--- config.mk ---
export PLATFORM = sky130hd
export DESIGN_NAME = spdif_tx
export DESIGN_NICKNAME = d
export VERILOG_FILES = /design/src/rtl/spdif_pkg.sv /design/src/rtl/spdif_bmc_cell.sv /design/src/rtl/spdif_tx.sv
export SDC_FILE = /design/constraint.sdc
export NUM_CORES = 1
export LEC_CHECK = 0
export CORE_ASPECT_RATIO = 0.5
export CORE_MARGIN = 2
export CORE_UTILIZATION = 49
export DETAILED_ROUTE_END_ITERATION = 6
export GPL_TIMING_DRIVEN = 0
export PLACE_DENSITY = 0.77
export SYNTH_ARGS = -nofsm -noshare
export SYNTH_HDL_FRONTEND = slang
export SYNTH_SLANG_ARGS = --single-unit
--- constraint.sdc ---
create_clock -name clk -period 2.4 [get_ports clk]
set_input_delay 0.36 -clock clk [delete_from_list [all_inputs] [get_ports clk]]
set_output_delay 0.36 -clock clk [all_outputs]
set_load 0.03 [all_outputs]
--- src/rtl/spdif_pkg.sv ---
// rtl/spdif_pkg.sv - shared constants for the S/PDIF transmitter
package spdif_pkg;

    localparam int HC_PER_SUBFRAME = 64;

    // Preamble half-cell patterns, sent MSB first, as seen after a line level of 0.
    localparam logic [7:0] PRE_B = 8'b1110_1000;
    localparam logic [7:0] PRE_M = 8'b1110_0010;
    localparam logic [7:0] PRE_W = 8'b1110_0100;

    localparam logic [4:0] SLOT_AUX = 5'd4;
    localparam logic [4:0] SLOT_V   = 5'd28;
    localparam logic [4:0] SLOT_U   = 5'd29;
    localparam logic [4:0] SLOT_C   = 5'd30;
    localparam logic [4:0] SLOT_P   = 5'd31;

    typedef enum logic {
        SUB_L = 1'b0,
        SUB_R = 1'b1
    } sub_t;

endpackage

--- src/rtl/spdif_bmc_cell.sv ---
// rtl/spdif_bmc_cell.sv - next biphase-mark line level for one half-cell
module spdif_bmc_cell
    import spdif_pkg::*;
(
    input  logic [5:0] hc,
    input  logic       slot_bit,
    input  logic [7:0] pattern,
    input  logic       is_preamble,
    input  logic       level,
    output logic       next_level
);

    logic [8:0] pat_shift;
    logic       toggle;

    // Preambles toggle wherever the pattern changes from the previous half-cell,
    // which makes the inverted form fall out of the current level for free.
    always_comb begin
        pat_shift = {1'b0, pattern} << hc[2:0];
        if (is_preamble) begin
            toggle = pat_shift[8] ^ pat_shift[7];
        end else begin
            toggle = ~hc[0] | slot_bit;
        end
        next_level = level ^ toggle;
    end

endmodule

--- src/rtl/spdif_tx.sv ---
// rtl/spdif_tx.sv - S/PDIF transmitter: PCM pairs to biphase-mark line
module spdif_tx
    import spdif_pkg::*;
#(
    parameter int DATA_W           = 24,
    parameter int FRAMES_PER_BLOCK = 192,
    parameter int CLK_DIV          = 1
) (
    input  logic              clk,
    input  logic              rst_n,
    input  logic [DATA_W-1:0] s_data_l,
    input  logic [DATA_W-1:0] s_data_r,
    input  logic              s_valid,
    output logic              s_ready,
    input  logic              valid_flag,
    input  logic [31:0]       cs_i,
    output logic              spdif_o,
    output logic              block_start,
    output logic              underrun
);

    localparam int DIV_W   = (CLK_DIV > 1) ? $clog2(CLK_DIV) : 1;
    localparam int FRAME_W = (FRAMES_PER_BLOCK > 1) ? $clog2(FRAMES_PER_BLOCK) : 1;
    localparam int PAD_W   = 24 - DATA_W;

    logic [DIV_W-1:0]   div_cnt;
    logic [5:0]         hc;
    sub_t               sub;
    logic [FRAME_W-1:0] frame;
    logic               tick;
    logic               frame_start;

    logic               hold_full;
    logic [DATA_W-1:0]  hold_l;
    logic [DATA_W-1:0]  hold_r;
    logic               hold_v;

    logic [DATA_W-1:0]  sh_l;
    logic [DATA_W-1:0]  sh_r;
    logic               sh_v;
    logic               c_bit;
    logic               c_next;
    logic               parity;

    logic [4:0]         slot;
    logic [23:0]        audio;
    logic               slot_bit;
    logic [7:0]         pattern;
    logic               is_preamble;
    logic               next_level;

    assign tick        = (div_cnt == DIV_W'(CLK_DIV - 1));
    assign frame_start = tick && (sub == SUB_L) && (hc == 6'd0);
    assign s_ready     = ~hold_full;
    assign slot        = hc[5:1];
    assign is_preamble = (hc[5:3] == 3'd0);

    // Samples are MSB-aligned to slot 27; narrower words leave the low slots at 0.
    assign audio   = 24'(sub == SUB_L ? sh_l : sh_r) << PAD_W;
    assign pattern = (sub == SUB_R) ? PRE_W : ((frame == '0) ? PRE_B : PRE_M);
    assign c_next  = (32'(frame) < 32'd32) ? cs_i[5'(frame)] : 1'b0;

    always_comb begin
        slot_bit = 1'b0;
        if (slot >= SLOT_AUX && slot < SLOT_V) begin
            slot_bit = audio[slot - SLOT_AUX];
        end else if (slot == SLOT_V) begin
            slot_bit = sh_v;
        end else if (slot == SLOT_C) begin
            slot_bit = c_bit;
        end else if (slot == SLOT_P) begin
            slot_bit = parity;
        end
    end

    spdif_bmc_cell u_cell (
        .hc          (hc),
        .slot_bit    (slot_bit),
        .pattern     (pattern),
        .is_preamble (is_preamble),
        .level       (spdif_o),
        .next_level  (next_level)
    );

    always_ff @(posedge clk) begin
        if (!rst_n) begin
            div_cnt     <= '0;
            hc          <= '0;
            sub         <= SUB_L;
            frame       <= '0;
            hold_full   <= 1'b0;
            hold_l      <= '0;
            hold_r      <= '0;
            hold_v      <= 1'b0;
            sh_l        <= '0;
            sh_r        <= '0;
            sh_v        <= 1'b0;
            c_bit       <= 1'b0;
            parity      <= 1'b0;
            spdif_o     <= 1'b0;
            block_start <= 1'b0;
            underrun    <= 1'b0;
        end else begin
            block_start <= 1'b0;
            underrun    <= 1'b0;
            div_cnt     <= tick ? '0 : div_cnt + 1'b1;

            // s_ready is low on the move edge, so load and move never collide.
            if (frame_start && hold_full) begin
                hold_full <= 1'b0;
            end else if (s_valid && !hold_full) begin
                hold_l    <= s_data_l;
                hold_r    <= s_data_r;
                hold_v    <= valid_flag;
                hold_full <= 1'b1;
            end

            if (tick) begin
                spdif_o <= next_level;
                hc      <= hc + 6'd1;
                if (hc == 6'(HC_PER_SUBFRAME - 1)) begin
                    sub <= sub_t'(~sub);
                    if (sub == SUB_R) begin
                        frame <= (frame == FRAME_W'(FRAMES_PER_BLOCK - 1)) ? '0 : frame + 1'b1;
                    end
                end

                // Parity covers slots 4..30 and is consumed during slot 31.
                if (is_preamble) begin
                    parity <= 1'b0;
                end else if (hc[0] && slot != SLOT_P) begin
                    parity <= parity ^ slot_bit;
                end

                if (frame_start) begin
                    block_start <= (frame == '0);
                    c_bit       <= c_next;
                    if (hold_full) begin
                        sh_l <= hold_l;
                        sh_r <= hold_r;
                        sh_v <= hold_v;
                    end else begin
                        sh_l     <= '0;
                        sh_r     <= '0;
                        sh_v     <= 1'b1;
                        underrun <= 1'b1;
                    end
                end
            end
        end
    end

endmodule

## After elaboration in Yosys (flattened, before gate mapping)

Cells that the tools add are included.

- Add/sub/neg operators: 4
- Magnitude comparators: 5
- Equality and inequality tests: 6
- Shift operators: 1
- Mux-type cells: 20
- Bitwise gates (word level): 11
- Reduce and logical (&&, ||, !) cells: 19

Operators with widths:

| cell | count |
|---|---|
| two-way mux 24 bit | 3 |
| == test 5 bit (second input constant) | 3 |
| < comparator 5 x 6 -> 1 bit (second input constant) | 2 |
| two-way mux 1 bit | 12 |
| binary-select mux 1 bit (select 5 bit) | 2 |
| AND reduction 2 bit | 5 |
| << shifter 8 x 3 -> 9 bit | 1 |
| adder 8 x 1 -> 8 bit (second input constant) | 1 |
| == test 8 bit (second input constant) | 1 |
| zero test 8 bit | 1 |
| < comparator 8 x 6 -> 1 bit (second input constant) | 1 |
| two-way mux 4 bit | 2 |
| two-way mux 8 bit | 1 |
| inverter 1 bit | 7 |
| adder 6 x 1 -> 6 bit (second input constant) | 1 |
| == test 6 bit (second input constant) | 1 |
| logical AND 1 bit | 6 |
| zero test 6 bit | 1 |
| greater-or-equal comparator 5 x 3 -> 1 bit (second input constant) | 1 |
| < comparator 5 bit (second input constant) | 1 |
| inequality test 5 bit (second input constant) | 1 |
| subtractor 5 x 3 -> 5 bit (second input constant) | 1 |
| zero test 3 bit | 1 |
| AND reduction 3 bit | 1 |
| 7 further kinds | 9 |

- Register bits: 120
- Input bits: 84
- Output and inout port bits: 4

## Logic depth before layout (Yosys ltp)

Gate-level depths: netlist of the first run.

- Depth in word-level cells: 8
- Depth in mapped cells: 10
- Mapped depth without buffers: 9

## Cells and area by module

From an unflattened synthesis of the first run, not the netlist that was laid out.

- Cell total of the unflattened synthesis: 657
- Area total of the unflattened synthesis: 5788.1 sq um

By module, submodules not included:

| module | times used | cells an instance | area an instance (sq um) | seq. area each (sq um) |
|---|---|---|---|---|
| spdif_tx | 1 | 638 | 5637.9 | 2402.3 |
| spdif_bmc_cell | 1 | 19 | 150.1 | 0.0 |

## Least setup slack after synthesis of the first run

Ideal clock, no wire load.

- Path kind: reg2reg
- Start point: reg frame[0]
- End point: reg spdif_o
- Setup time: 0.062 ns
- Arrival: 2.208 ns
- Data required time: 2.338 ns
- Setup slack: 0.130 ns
- Cell stages (with the launch flop): 10
- Period minus slack after synthesis: 2.270 ns
- Cells stage by stage: dfxtp_1 -> buf_2 -> inv_1 -> ha_1 -> or4b_4 -> nor3_2 -> mux2i_1 -> o31a_1 -> or4b_1 -> nand3_1

- Cells in the longest elaborated chain, start to end: 7

RTL lines:

| element | RTL line | source |
|---|---|---|
| start: declaration | spdif_tx.sv:29 | `logic [FRAME_W-1:0] frame;` |
| start signal: assignment | spdif_tx.sv:124 | `frame <= (frame == FRAME_W'(FRAMES_PER_BLOCK - 1)) ? '0 : frame + 1'b1;` |
| zero test 8 bit | spdif_tx.sv:60 | `assign pattern = (sub == SUB_R) ? PRE_W : ((frame == '0) ? PRE_B : PRE_M);` |
| two-way mux 4 bit (2 in a row) | spdif_tx.sv:60 |  |
| << shifter 8 x 3 -> 9 bit | spdif_bmc_cell.sv:19 | `pat_shift = {1'b0, pattern} << hc[2:0];` |
| bitwise XOR 1 bit | spdif_bmc_cell.sv:21 | `toggle = pat_shift[8] ^ pat_shift[7];` |
| two-way mux 1 bit | spdif_bmc_cell.sv:20 | `if (is_preamble) begin` |
| bitwise XOR 1 bit | spdif_bmc_cell.sv:25 | `next_level = level ^ toggle;` |
| end signal: assignment | spdif_tx.sv:119 | `spdif_o <= next_level;` |
| end: declaration | spdif_tx.sv:17 | `output logic spdif_o,` |

Every way passes these cells.
A chain may end at the register's enable or synchronous reset.

## Worst setup path in the final report of the first run

Same ends and word-level chain as after synthesis.

==> results of run 1 <==
==> logic make-up after synthesis <==
kind of cell,share of synthesized area [%]
flops,43.2
mux,9.45
other cells,0.0674
xor+xnor,1.73
buf+inv,4.59
fa+ha+maj,1.80
simple gates,22.3
compound gates,16.9
==> synth_stat cells (all sizes together), types with 8 or more instances <==
library cell / count / area (sq um)
ha: 8 / 100
mux2i: 18 / 180
nand3: 53 / 265
clkbuf: 42 / 158
a21boi: 99 / 743
nor2: 12 / 45.0
buf: 10 / 63.8
mux4: 15 / 345
inv: 9 / 33.8
nand2: 165 / 622
nor2b: 9 / 56.3
dfxtp: 120 / 2400
==> power groups by stage <==
stage,logic [W],clock network (W),registers (W)
2_1_floorplan,0.000265,0,0.00215
3_3_place_gp,0.000492,0,0.00215
3_5_place_dp,0.000499,0,0.00215
4_1_cts,0.000510,0.00266,0.00211
5_1_grt,0.000566,0.00276,0.00212
6_report,0.000515,0.00265,0.00211
==> flip-flops by register name (all words and copies together), names as in the netlist <==
register / cells
spdif_o: 1
block_start: 1
hc: 6
c_bit: 1
sh_r: 24
sh_l: 24
parity: 1
frame: 8
sub: 1
hold_l: 24
hold_r: 24
hold_full: 1
div_cnt: 1
underrun: 1
sh_v: 1
hold_v: 1
==> timing repair <==
action,CTS,global route
pin swaps,2,8
resized for setup,10,39
endpoints found under the setup margin,53,59
buffers inserted,0,9
cloned,0,0
==> how the worst max path moves through the flow <==
stage / endpoint / cells after the start / slack, ps / from
2_1_floorplan: spdif_o / 9 / 130 / frame[0]
3_3_place_gp: sh_l[0] / 6 / -260 / hc[3]
3_5_place_dp: block_start / 6 / -340 / hc[3]
4_1_cts: sh_r[2] / 9 / 4 / hc[1]
5_1_grt: spdif_o / 9 / -30 / frame[0]
6_report: spdif_o / 9 / 80 / frame[0]
==> through the flow <==
step	cells	instance area [sq um]	power, W
3_5_place_dp	871	6610	0.00265
3_3_place_gp	871	6610	0.00264
4_1_cts	902	7260	0.00528
2_1_floorplan	640	5560	0.00241
6_report	911	7450	0.00527
5_1_grt	911	7450	0.00544
==> layer usage <==
metal / vias to the layer above / wire length, um / track usage [%]
li1: 2428 / - / -
met1: 2358 / 6660 / 31.5
met2: 181 / 6460 / 37.2
met3: 25 / 1200 / 6.55
met4: 0 / 306 / 9.91
met5: - / 0 / 0
==> critical path: stages, from the launching register on <==
cell and delay [ps]:
dfxtp_2 330, buf_6 130, inv_4 50, ha_4 100, or4b_4 480, nor3_4 210
mux2i_1 90, o31a_1 270, or4b_1 510, nand3_1 90
==> cell type report <==
cell class	count	area (sq um)	area share [%]
Buffer	51	255	3.43
Clock buffer	19	453	6.08
Clock inverter	13	168	2.25
Inverter	9	40.0	0.538
Multi-Input combinational cell	459	3000	40.2
Sequential cell	120	2410	32.4
Tap cell	145	181	2.44
Timing Repair Buffer	95	941	12.6
==> layout by cell type, fill, tap and decap left out, drive strengths merged, types with 8 or more instances in the layout <==
master | synthesis | layout
a21boi | 99 | 99
buf | 10 | 19
clkbuf | 42 | 60
clkdlybuf4s50 | 0 | 86
dfxtp | 120 | 120
ha | 8 | 8
inv | 9 | 11
mux2i | 18 | 18
mux4 | 15 | 15
nand2 | 165 | 165
nand3 | 53 | 53
nor2 | 12 | 12
nor2b | 9 | 9
==> summary.txt, run 1 <==
Pwr
  – PD cells: 708 nW/um^2
  – Max IR drop VDD: 574 uV
  – Clock Power Share: 50.2%
  – Switching power: 0.00127 W
  – Seq pwr share: 40.0%
  – P_int: between 0.004 and 0.005 W
  – Leakage power: approximately 2.6 nW
  – Sw frac: 24.0%
  – Comb pwr share: between 9 and 10%

Floorplan
  – Row Count: 27
  – Initial Util: just over 50%
  – Die height: roughly 79 um
  – Die Width: 155 um
  – Core footprint: 11000 sq um
  – Ports: between 80 and 90
  – DIE AREA: 12300 sq um

Synthesis
  – Sequential cell area fraction in the yosys report: around 43%
  – FFs w/ async S/R, synth: 0%
  – Synth warnings: 0
  – Cell Area, Synth: roughly 5600 sq um
  – Mapped Avg Cell Area: roughly 8.7 sq um
  – Post-synth cell types: between 50 and 60
  – Syn Nets: approximately 730
  – Register bit total from synthesis: 120
  – Mapped Cells: 640
  – Post-synth top flop: dfxtp_1
  – Post-synth EDFFs: 0

Final layout
  – Fin util: between 60 and 70%
  – Share of cells above drive strength 1: between 10% and 20%
  – Final nets: 845
  – # diodes: 0
  – Synth-to-layout area growth: 33.9%
  – Fill cells: 888

Worst hold path
  – Min-Delay Path Class: reg2reg
  – Hold path endpoint: sh_r[23]
  – Min-delay src: sh_r[23]
  – Hold path depth: 2

Clock tree
  – Clock sink total: between 100 and 150
  – CTS H-tree depth: 4
  – Clk Latency, worst-skew pair: 420 ps
  – CTS root buf: clkbuf_16
  – Cts hold-fix bufs: 0
  – CTS tree: built
  – Num CTS Buffers: 17
  – CTS clk-pin slew, worst paths: around 60 ps
  – Max Root-Sink Buffers: 2

Timing
  – RSZ-0062 raised after global routing: yes
  – Hold_ws: between 400 and 500 ps
  – Worst slew pin tran: about 680 ps
  – Setup Total Neg Slack: 0 ps
  – Tcrit/Tclk final: around 97%
  – Final Hold Violating Endpoints: 0
  – Max Slew Vio Count: 0
  – Final setup viols: 0
  – FMAX: 0.431 GHz
  – Crit path time final: 2320 ps
  – Slew margin rel.: roughly 54%
  – Worst Slack Setup Final: 82.1 ps
  – Final setup skew: about 7.5 ps

Run
  – Max Cap Viol: 0

GRT
  – Largest net degree at the start of global routing: 17
  – Initial antenna violation count: 0
  – Total gr overflow: 0
  – First-pass GRT wire length: ~23000 um
  – Vias in the first global route: 4558
  – Gr usage total: a little under a quarter

Critical path
  – Type of the worst setup path: reg2reg
  – Worst flop-to-flop path startpoint: frame[0]
  – Crit end category: flip-flop
  – Critical path launch point type: flip-flop
  – R2R Setup Slk: ~80 ps
  – CP arrival: 2680 ps
  – CP required: about 2800 ps
  – RR Endpoint: spdif_o
  – Worst Path Max Fanout: 3
  – R2R depth: 9

Placement
  – Final HPWL DP: approximately 10000 um
  – Gpl congestion: roughly 0.91
  – Place WS: -338 ps
  – Port Buffers: 86

Detailed routing
  – Routed WL: ~15000 um
  – First-iteration detailed-routing DRC count: between 300 and 400
  – Vias per cell: about 5.5
  – Number of nets with antenna violations after detailed routing: 0
  – Pre-antenna DRT Iters: 5
  – Vias: between 4000 and 5000
  – WL/cell: 16.1 um
  – Remaining DRCs: 0

Status
  – Status: finished clean
Power figures use the tool's default switching activity.
==> inputs of run 2 (changes only) <==
--- a/config.mk
+++ b/config.mk
@@ -6,11 +6,10 @@
 export NUM_CORES = 1
 export LEC_CHECK = 0
 export CORE_ASPECT_RATIO = 0.5
-export CORE_MARGIN = 2
-export CORE_UTILIZATION = 49
+export CORE_UTILIZATION = 54
 export DETAILED_ROUTE_END_ITERATION = 6
 export GPL_TIMING_DRIVEN = 0
-export PLACE_DENSITY = 0.77
+export PLACE_DENSITY = 0.8
 export SYNTH_ARGS = -nofsm -noshare
 export SYNTH_HDL_FRONTEND = slang
 export SYNTH_SLANG_ARGS = --single-unit
==> constraint.sdc (replaced) <==
create_clock -name clk -period 2.2 [get_ports clk]
set_input_delay 0.33 -clock clk [delete_from_list [all_inputs] [get_ports clk]]
set_output_delay 0.33 -clock clk [all_outputs]
set_load 0.03 [all_outputs]
==> run 2 against run 1 <==
  * The flow now finishes with violations (design-rule violations, negative setup slack)
  * Sequential power grew 9.5%
  * Final area shrank 0.10%
  * Die area down 13%
  * Clock power is 4% higher
  * Sequential share of layout area hardly changed
  * Maximum frequency down 1.1%
  * Via count rose by 2.1%
  * Largest cell class unchanged
  * Largest power group unchanged
==> summary.txt, run 2 (synthesized netlist as in run 1, its figures left out) <==
Timing
  – Hold_ws: 456 ps (+5.33 ps)
  – Worst slew pin tran: 684 ps (-0.785 ps)
  – Max Slew Vio Count: 0 (unchanged)
  – Final setup viols: 2 (+2)
  – Crit path time final: 2340 ps (+26.7 ps)
  – FMAX: 0.427 GHz (-1.1%)
  – Final Hold Violating Endpoints: 0 (unchanged)
  – Final setup skew: 7.33 ps (-0.188 ps)
  – Tcrit/Tclk final: 107% (+10 points)
  – RSZ-0062 raised after global routing: yes
  – Worst Slack Setup Final: -145 ps (-227 ps)
  – Slew margin rel.: 54.4% (about the same)

Clock tree
  – CTS clk-pin slew, worst paths: 50 ps (about the same)
  – Cts hold-fix bufs: 0 (unchanged)
  – CTS root buf: clkbuf_16
  – CTS H-tree depth: 4 (unchanged)
  – Max Root-Sink Buffers: 2 (unchanged)
  – CTS tree: built
  – Clk Latency, worst-skew pair: 410 ps (about the same)
  – Clock sink total: 120 (unchanged)
  – Num CTS Buffers: 17 (unchanged)

GRT
  – Initial antenna violation count: 0 (unchanged)
  – Total gr overflow: 0 (unchanged)
  – Gr usage total: 29.4% (+5.5 points)
  – First-pass GRT wire length: 24200 um (+6.6%)
  – Largest net degree at the start of global routing: 17 (unchanged)
  – Vias in the first global route: 4967 (+9.0%)

Pwr
  – Clock Power Share: 49.0% (-1.2 points)
  – P_int: 0.00429 W (+7.0%)
  – PD cells: 759 nW/um^2 (+7.2%)
  – Sw frac: 24.1% (+0.083 points)
  – Leakage power: 2.59 nW (+0.16%)
  – Seq pwr share: 40.9% (+0.9 points)
  – Switching power: 0.00136 W (+7.5%)
  – Comb pwr share: 10.2% (+0.4 points)
  – Max IR drop VDD: 651 uV (+14%)

Critical path
  – Worst Path Max Fanout: 10 (+7)
  – CP required: 2550 ps (-210 ps)
  – Crit end category: flip-flop
  – Critical path launch point type: flip-flop
  – R2R depth: 8 (-1)
  – CP arrival: 2700 ps (+20 ps)
  – Type of the worst setup path: reg2reg

Placement
  – Gpl congestion: 0.886 (-2.7%)
  – Final HPWL DP: 10300 um (+0.80%)
  – Place WS: -620 ps (-282 ps)
  – Port Buffers: 86 (unchanged)
  – Placed Area: 6610 sq um (about the same)

Final layout
  – Fin util: 76.5% (+8.9 points)
  – Fill cells: 696 (-22%)
  – Final nets: 846 (+0.12%)
  – Commonest cells after routing, fill and taps aside: nand2_1 (163), dfxtp_1 (116), a21boi_0 (88), clkdlybuf4s50_1 (86), nand3_1 (52)
  – Share of cells above drive strength 1: 13.3% (+1.2 points)
  – Post-Layout Inst Area: 7440 sq um (-0.10%)
  – Synth-to-layout area growth: 33.8%
  – Commonest non-fill, non-tap cell in the layout: nand2_1
  – # diodes: 0 (unchanged)

Status
  – Status: complete, but fails checks
  – Failing checks: design-rule violations, negative setup slack

Detailed routing
  – Pre-antenna DRT Iters: 7 (+2)
  – WL/cell: 16.8 um (+4.6%)
  – Remaining DRCs: 2 (+2)
  – Vias: 5095 (+2.1%)
  – Routed WL: 15100 um (+3.5%)
  – Number of nets with antenna violations after detailed routing: 0 (unchanged)
  – Vias per cell: 5.65 (+3.1%)
  – First-iteration detailed-routing DRC count: 408 (+19%)

Run
  – Max Cap Viol: 0 (unchanged)

Floorplan
  – Ports: 88 (unchanged)
  – Die Width: 146 um (-5.9%)
  – Row Count: 25 (-7.4%)
  – Die height: 73.8 um (-7.0%)
  – Core footprint: 9730 sq um (-12%)
  – Initial Util: 57.2% (+6.7 points)
  – DIE AREA: 10700 sq um (-13%)

Worst hold path
  – Min-Delay Path Class: reg2reg
  – Hold path depth: 2 (unchanged)
-- run 2: changes by cell type in the layout (fill, tap and decap cells not counted), moves of 2 or more --
cell | previous run | this run
clkbuf_1 | 34 | 29
a21boi_0 | 90 | 88
dfxtp_2 | 2 | 4
a2111oi_1 | 2 | 0
clkbuf_4 | 1 | 3
clkbuf_8 | 2 | 4
dfxtp_4 | 2 | 0
inv_6 | 3 | 0
buf_4 | 10 | 14
clkinvlp_4 | 3 | 5
-- run 2: power groups by stage --
stage | sequential [W] | clock, W | combinational, W
2_1_floorplan | 0.00234 | 0 | 0.000289
3_3_place_gp | 0.00235 | 0 | 0.000536
3_5_place_dp | 0.00235 | 0 | 0.000549
4_1_cts | 0.00231 | 0.00276 | 0.000552
5_1_grt | 0.00232 | 0.00289 | 0.000626
6_report | 0.00231 | 0.00276 | 0.000574
-- run 2: metrics by stage --
stage	power (W)	cells	setup TNS, ps
finish	0.00565	902	-265
global route	0.00583	902	-474
global placement	0.00288	861	-27610
CTS	0.00562	898	-365
detailed placement	0.00290	861	-25960
floorplan	0.00263	640	0
-- run 2: timing repair --
action	4_1_cts	5_1_grt
setup endpoints to repair	67	56
gates resized for setup	21	33
pin swaps	6	8
buffers inserted	7	4
-- run 2: worst max-delay path: stages (launching register included) --
cell and delay (ps):
dfxtp_2 430, buf_4 230, nand2_2 150, o22ai_1 250, nor4_1 90, nor4_1 400, a21oi_2 140, or4b_1 510
nand3_1 90
-- run 2: layout make-up --
cell class,instances,area [sq um],share of cell area [%]
inverters,9,37.5,0.504
well taps,135,169,2.27
repair buffers,97,943,12.7
flip-flops and latches,120,2410,32.4
clock buffers,21,470,6.32
plain buffers,50,282,3.78
multi-input cells,459,3010,40.4
clock inverters,11,123,1.65
-- run 2: path summary, 6_finish.rpt --
kind	start	to	slack, ps
min reg2reg	sh_r[0]	sh_r[0]	460
max	hc[1]	spdif_o	-140
min	sh_r[0]	sh_r[0]	460
max reg2reg	hc[1]	spdif_o	-140
-- run 2: routing by layer --
| layer | track usage (%) | vias to the layer above | wire [um] |
|---|---|---|---|
| met1 | 37.2 | 2390 | 6790 |
| met3 | 7.14 | 44 | 1160 |
| met5 | 0 | - | 0 |
| met4 | 12.6 | 0 | 460 |
| li1 | - | 2436 | - |
| met2 | 48.9 | 225 | 6730 |
==> RTL edit 1 (config.mk and constraints of run 2) <==
Set the parameter `FRAMES_PER_BLOCK` to 384 (it was 192).
--- a/src/rtl/spdif_tx.sv
+++ b/src/rtl/spdif_tx.sv
@@ -3,7 +3,7 @@
     import spdif_pkg::*;
 #(
     parameter int DATA_W           = 24,
-    parameter int FRAMES_PER_BLOCK = 192,
+    parameter int FRAMES_PER_BLOCK = 384,
     parameter int CLK_DIV          = 1
 ) (
     input  logic              clk,
Check against the original RTL: same outputs for any inputs over 10 cycles, from zero or initial values and one cycle with rst_n low; that may be too few to reach the edited logic, so the function may still have changed.
==> RTL edit 1 against run 2 <==
  * The flow finishes with violations (negative setup slack)
  * Power is 3.3% higher
  * Non-clock buffer count is 5 higher
  * Area after synthesis is 1.7% higher
  * Wire length is 4.2% higher
  * Worst setup slack better by 0.011 ns
  * Design area is 2.0% higher
  * Sequential cell count is 1 higher
  * Via count is 2.7% higher
  * Combinational power is 6.3% higher
  * Fmax is 0.46% higher
  * Utilization is 1.1 points higher
  * Critical endpoint unchanged
  * Count of clock-buffer cells in the layout stayed put
  * Largest cell class unchanged
==> RTL edit 1: results (changes against run 2) <==
[status]
status=complete, but fails checks
violations=negative setup slack

[power_and_ir_drop]
power_density_nw_per_um2=768.6  ; +1.3%
powerSeq_w=0.00232
irDropWorstVdd_mv=0.5799  ; -11%
p_sw_share_pct=22.82  ; -1.3 points
p_comb_share_pct=10.5  ; +0.3 points
power_leakage_nw=2.719  ; +4.8%

[timing]
finalSetupTns_ns=-0.1338  ; +0.1312 ns
layout_setup_ws_ns=-0.1338  ; +0.01082 ns
finalClockSkew_ns=0.006069  ; -0.001261 ns
finalSetupViolCount=1  ; -1
whs_ns=0.4520  ; -0.003978 ns
slew-limit-headroom_pct=53.79  ; -0.64 points

[placement]
place_inst=877  ; +1.9%
dp_hpwl_microns=10800  ; +5.1%
dp_slack_ns=-0.4172  ; +0.2026 ns
gp_congestion=0.9015  ; +1.8%
placed_cell_area_sq_um=6728  ; +1.8%
port-buffer-count=87  ; +1.2%

[synth]
synth_area_leaders=dfxtp_1, nand2_1, a21boi_0
ys_top_cells_by_count=nand2_1, dfxtp_1, nand3_1, a21boi_0, a21boi_1
ys_seq_area_share_pct=42.82  ; -0.36 points
syn_nets=747  ; +2.0%
synth_flop_cell=dfxtp_1
synth_cell_types=50  ; -2.0%
syn_avg_cell_area_sq_um=8.636  ; -0.64%

[hold_path]
min_path_type=register to register
hp-start=sh_r[13]$_SDFFE_PN0P_
whs_endpoint=sh_r[13]$_SDFFE_PN0P_

[clocking]
cts_buffer_depth=2  ; unchanged
cts_buffers=17  ; unchanged

[global_route]
grt_pass1_wl_microns=24830  ; +2.6%
grtUsageTotal_pct=30.08  ; +0.65 points
antenna_found_initial=0  ; unchanged
grt_pass1_vias=5039  ; +1.4%

[critical_path]
r2r-start=hc[3]$_SDFFE_PN0N_
arrival_ns=2.69  ; about the same
cp_max_fo=3  ; -7

[route]
drt_iter0_drc=374  ; -8.3%
drtPass1Iterations=6  ; -1
vias_per_cell=5.690  ; +0.74%
vias=5235  ; +2.7%
routed_wl_microns=15780  ; +4.2%

[final_layout]
final_nets=866  ; +2.4%
nFillCells=703  ; +1.0%
drive_gt1_share_pct=12.48  ; -0.81 points

[RTL edit 1: cell types whose count changed after synthesis, moves of 3 or more]
cell      change
a21boi_1     +41
a21oi_1       -4
nand3b_1      +3
o21ai_0       -3
nand3_1       +4
a21boi_0     -40
xnor2_1       +3
[RTL edit 1: cell type report]
class                           instances  area [sq um]  share of cell area, %
Clock buffer                           21         460.4                  6.065
Buffer                                 51         264.0                  3.477
Multi-Input combinational cell        473          3092                  40.72
Sequential cell                       121          2430                  32.00
Tap cell                              135         168.9                  2.225
Timing Repair Buffer                  101         988.4                  13.02
Inverter                                9         41.29                 0.5438
Clock inverter                          9         147.6                  1.945
[RTL edit 1: logic make-up (layout without fill, tap and decap cells)]
logic type               after synthesis  count (layout)  share of synthesized area [%]
AND/OR/NAND/NOR                      286             286                          23.05
adder cells (fa/ha/maj)                8               8                          1.770
AO/OA/AOI/OAI                        127             127                          16.50
flip-flops                           121             121                          42.82
buffers and inverters                 61             191                          4.357
XOR/XNOR                              15              15                          2.323
other                                  1               1                        0.06629
multiplexers                          36              36                          9.113
[RTL edit 1: worst max-delay path by stage]
stage                     startpoint               endpoint  slack, ns
2_1_floorplan     hc[3]$_SDFFE_PN0N_   spdif_o$_SDFFE_PN0N_      0.004
3_3_place_gp      hc[3]$_SDFFE_PN0N_  sh_r[16]$_SDFFE_PN0P_      -0.81
3_5_place_dp                   rst_n     hc[5]$_SDFFE_PN0N_      -0.42
4_1_cts           hc[3]$_SDFFE_PN0N_   spdif_o$_SDFFE_PN0N_      -0.15
5_1_grt        frame[1]$_SDFFE_PN0P_   spdif_o$_SDFFE_PN0N_      -0.20
6_report          hc[3]$_SDFFE_PN0N_   spdif_o$_SDFFE_PN0N_      -0.13
[RTL edit 1: critical path, cell delays in order, from the launching register on]
cell,delay [ns]
dfxtp_2,0.35
buf_8,0.12
clkinvlp_4,0.15
ha_4,0.33
inv_2,0.04
o311a_1,0.12
or4_4,0.59
or4b_1,0.49
nand4_1,0.08
[RTL edit 1: repair_timing]
item / 4_1_cts / 5_1_grt
setup buffers: 10 / 4
pin swaps: 5 / 2
gates cloned: 0 / 0
resized for setup: 19 / 36
endpoints found under the setup margin: 56 / 96
[RTL edit 1: layer usage]
| layer | vias up | routed length, microns | share of wire, % | GRT usage, % |
|---|---|---|---|---|
| li1 | 2499 | - | - | - |
| met1 | 2481 | 6966 | 44 | 38.46 |
| met2 | 220 | 7186 | 46 | 50.24 |
| met3 | 35 | 1241 | 7.9 | 6.748 |
| met4 | 0 | 384 | 2.4 | 12.73 |
| met5 | - | 0 | 0 | 0 |
==> RTL edit 2 (config.mk and constraints of run 2) <==
Made on the original files. Register the output `underrun` once more, cleared by the reset; this adds one clock of latency there. The other outputs are not delayed to match.
--- a/src/rtl/spdif_tx.sv
+++ b/src/rtl/spdif_tx.sv
@@ -22,6 +22,8 @@
     localparam int DIV_W   = (CLK_DIV > 1) ? $clog2(CLK_DIV) : 1;
     localparam int FRAME_W = (FRAMES_PER_BLOCK > 1) ? $clog2(FRAMES_PER_BLOCK) : 1;
     localparam int PAD_W   = 24 - DATA_W;
+
+    logic underrun_s0;
 
     logic [DIV_W-1:0]   div_cnt;
     logic [5:0]         hc;
@@ -99,10 +101,10 @@
             parity      <= 1'b0;
             spdif_o     <= 1'b0;
             block_start <= 1'b0;
-            underrun    <= 1'b0;
+            underrun_s0 <= 1'b0;
         end else begin
             block_start <= 1'b0;
-            underrun    <= 1'b0;
+            underrun_s0 <= 1'b0;
             div_cnt     <= tick ? '0 : div_cnt + 1'b1;
 
             // s_ready is low on the move edge, so load and move never collide.
@@ -143,12 +145,20 @@
                         sh_l     <= '0;
                         sh_r     <= '0;
                         sh_v     <= 1'b1;
-                        underrun <= 1'b1;
+                        underrun_s0 <= 1'b1;
                     end
                 end
             end
         end
     end
 
+    always_ff @(posedge clk) begin
+        if (!rst_n) begin
+            underrun <= '0;
+        end else begin
+            underrun <= underrun_s0;
+        end
+    end
+
 endmodule
 
Check against the original RTL: not equivalent (a bounded check fails within 4 cycles, from zero or initial values and one cycle with rst_n low).
==> RTL edit 2 against run 2 <==
  * The run ends with negative setup slack left
  * Worst setup slack gained 0.12 ns
  * Design area shrank 0.42%
  * Die area shrank 2.0%
  * Utilization grew 0.67 points
  * Power shrank 0.48%
  * Wire length grew 3.1%
  * Area after synthesis shrank 2.1%
  * Sequential share of layout area grew 0.56 points
  * Sequential cell count grew 1
  * Largest cell class unchanged
  * Largest power group unchanged
  * Highest routed layer unchanged
==> RTL edit 2: results (changes against run 2) <==
[synth]
synth_area_leaders=dfxtp_1, nand2_1, a21oi_1
synth_cell_types=49  ; -3.9%
ys_seq_area_share_pct=44.48  ; +1.3 points
ys_top_cells_by_count=nand2_1, dfxtp_1, a21oi_1, nand3_1, clkbuf_1
syn_nets=749  ; +2.3%

[final_layout]
clock_area_share_pct=7.666  ; -0.30 points
area_growth_pct=36.04
nFillCells=662  ; -4.9%
drive_gt1_share_pct=14.96  ; +1.7 points
nMultiInputCombCells=472  ; +2.8%
seq_share_pct=32.91  ; +0.56 points
final_nets=868  ; +2.6%
buffers=154  ; +4.8%
buf_share_pct=17.09  ; +0.63 points
n_all_inverters=10  ; +1
multi_input_area_share_pct=39.40  ; -1.0 points

[route]
routed_wl_microns=15620  ; +3.1%
drt_iter0_drc=563  ; +38%
drtPass1Iterations=7  ; unchanged
vias_per_cell=5.647  ; about the same

[critical_path]
cp_max_fo=2  ; -8
r2r-start=frame[1]$_SDFFE_PN0P_
r2r_end=spdif_o$_SDFFE_PN0N_
r2r_cells=11  ; +3
arrival_ns=2.55  ; -0.15 ns

[global_route]
grtUsageTotal_pct=29.70  ; +0.27 points
grt_pass1_wl_microns=23380  ; -3.3%
grt_pass1_vias=4779  ; -3.8%
antenna_found_initial=0  ; unchanged
grt_max_degree=17  ; unchanged

[status]
status=complete, but fails checks
violations=negative setup slack

[timing]
finalSetupViolCount=1  ; -1
tightest_slew_ns=0.7096  ; +0.02606 ns
finalClockSkew_ns=0.008575  ; +0.001245 ns
layout_setup_ws_ns=-0.02047  ; +0.1241 ns

[placement]
dp_hpwl_microns=10240  ; -0.39%
placed_cell_area_sq_um=6489  ; -1.9%
gp_congestion=0.8553  ; -3.4%

[clocking]
post_cts_buffers=12  ; +5
clock_sinks=121  ; +0.83%
cts.repair.resized=42  ; +100%
clock_latency_ns=0.42
clock-root-buffer=clkbuf_16

[hold_path]
hold_depth=1  ; -1
min_path_type=register to register
hp-start=underrun_s0$_SDFF_PP0_
whs_endpoint=underrun$_SDFF_PN0_

[power_and_ir_drop]
irDropWorstVdd_mv=0.6502  ; -0.17%
p_sw_share_pct=26.35  ; +2.3 points
power_leakage_nw=2.625  ; +1.2%

## RTL edit 2: changes by cell type after synthesis, moves of 4 or more
cell and delta:
a21oi_1 +71, a21boi_0 -65, nor2_1 +6, mux2_2 +5, o31ai_1 +4
## RTL edit 2: worst max-delay path: stages, from the launching register on
cell,delay [ns]
dfxtp_4,0.34
clkbuf_8,0.14
inv_4,0.05
ha_4,0.10
or4b_4,0.48
o31ai_4,0.25
xnor2_2,0.10
o31ai_2,0.24
buf_4,0.16
xnor2_1,0.10
nand3_1,0.09
o31ai_1,0.09
## RTL edit 2: stage by stage
stage	std cells	TNS (ns)	hold WS (ns)	setup WS, ns
after detailed placement	878	-25.58	0.4394	-0.5818
after floorplan	657	-0.1171	0.4119	-0.06022
after global placement	878	-21.60	0.4174	-0.5432
after CTS	920	-0.06174	0.4398	-0.06174
final	924	-0.02047	0.4361	-0.02047
after global routing	924	-0.1657	0.4465	-0.09518
## RTL edit 2: cells by family (layout without fill, tap and decap cells)
family          count (synthesis)  in the layout  synth area share (%)
compound gates                138            138                 15.09
xor+xnor                       14             14                 2.251
fa+ha+maj                       8              8                 1.838
buf+inv                        64            196                 5.077
flops                         121            121                 44.48
mux                            34             34                 8.661
other cells                     1              1               0.06885
simple gates                  277            277                 22.54
## RTL edit 2: power groups by stage
stage | combinational [W] | sequential, W | clock [W]
2_1_floorplan | 0.000305 | 0.00236 | 0
3_3_place_gp | 0.000559 | 0.00236 | 0
3_5_place_dp | 0.000570 | 0.00237 | 0
4_1_cts | 0.000602 | 0.00232 | 0.00267
5_1_grt | 0.000682 | 0.00233 | 0.00278
6_report | 0.000631 | 0.00232 | 0.00267
## RTL edit 2: metal layers
layer	global-route usage, %	routed length, microns
met1	38.28	6914
met2	48.09	7086
met3	7.349	1264
met4	12.17	350
met5	0	0
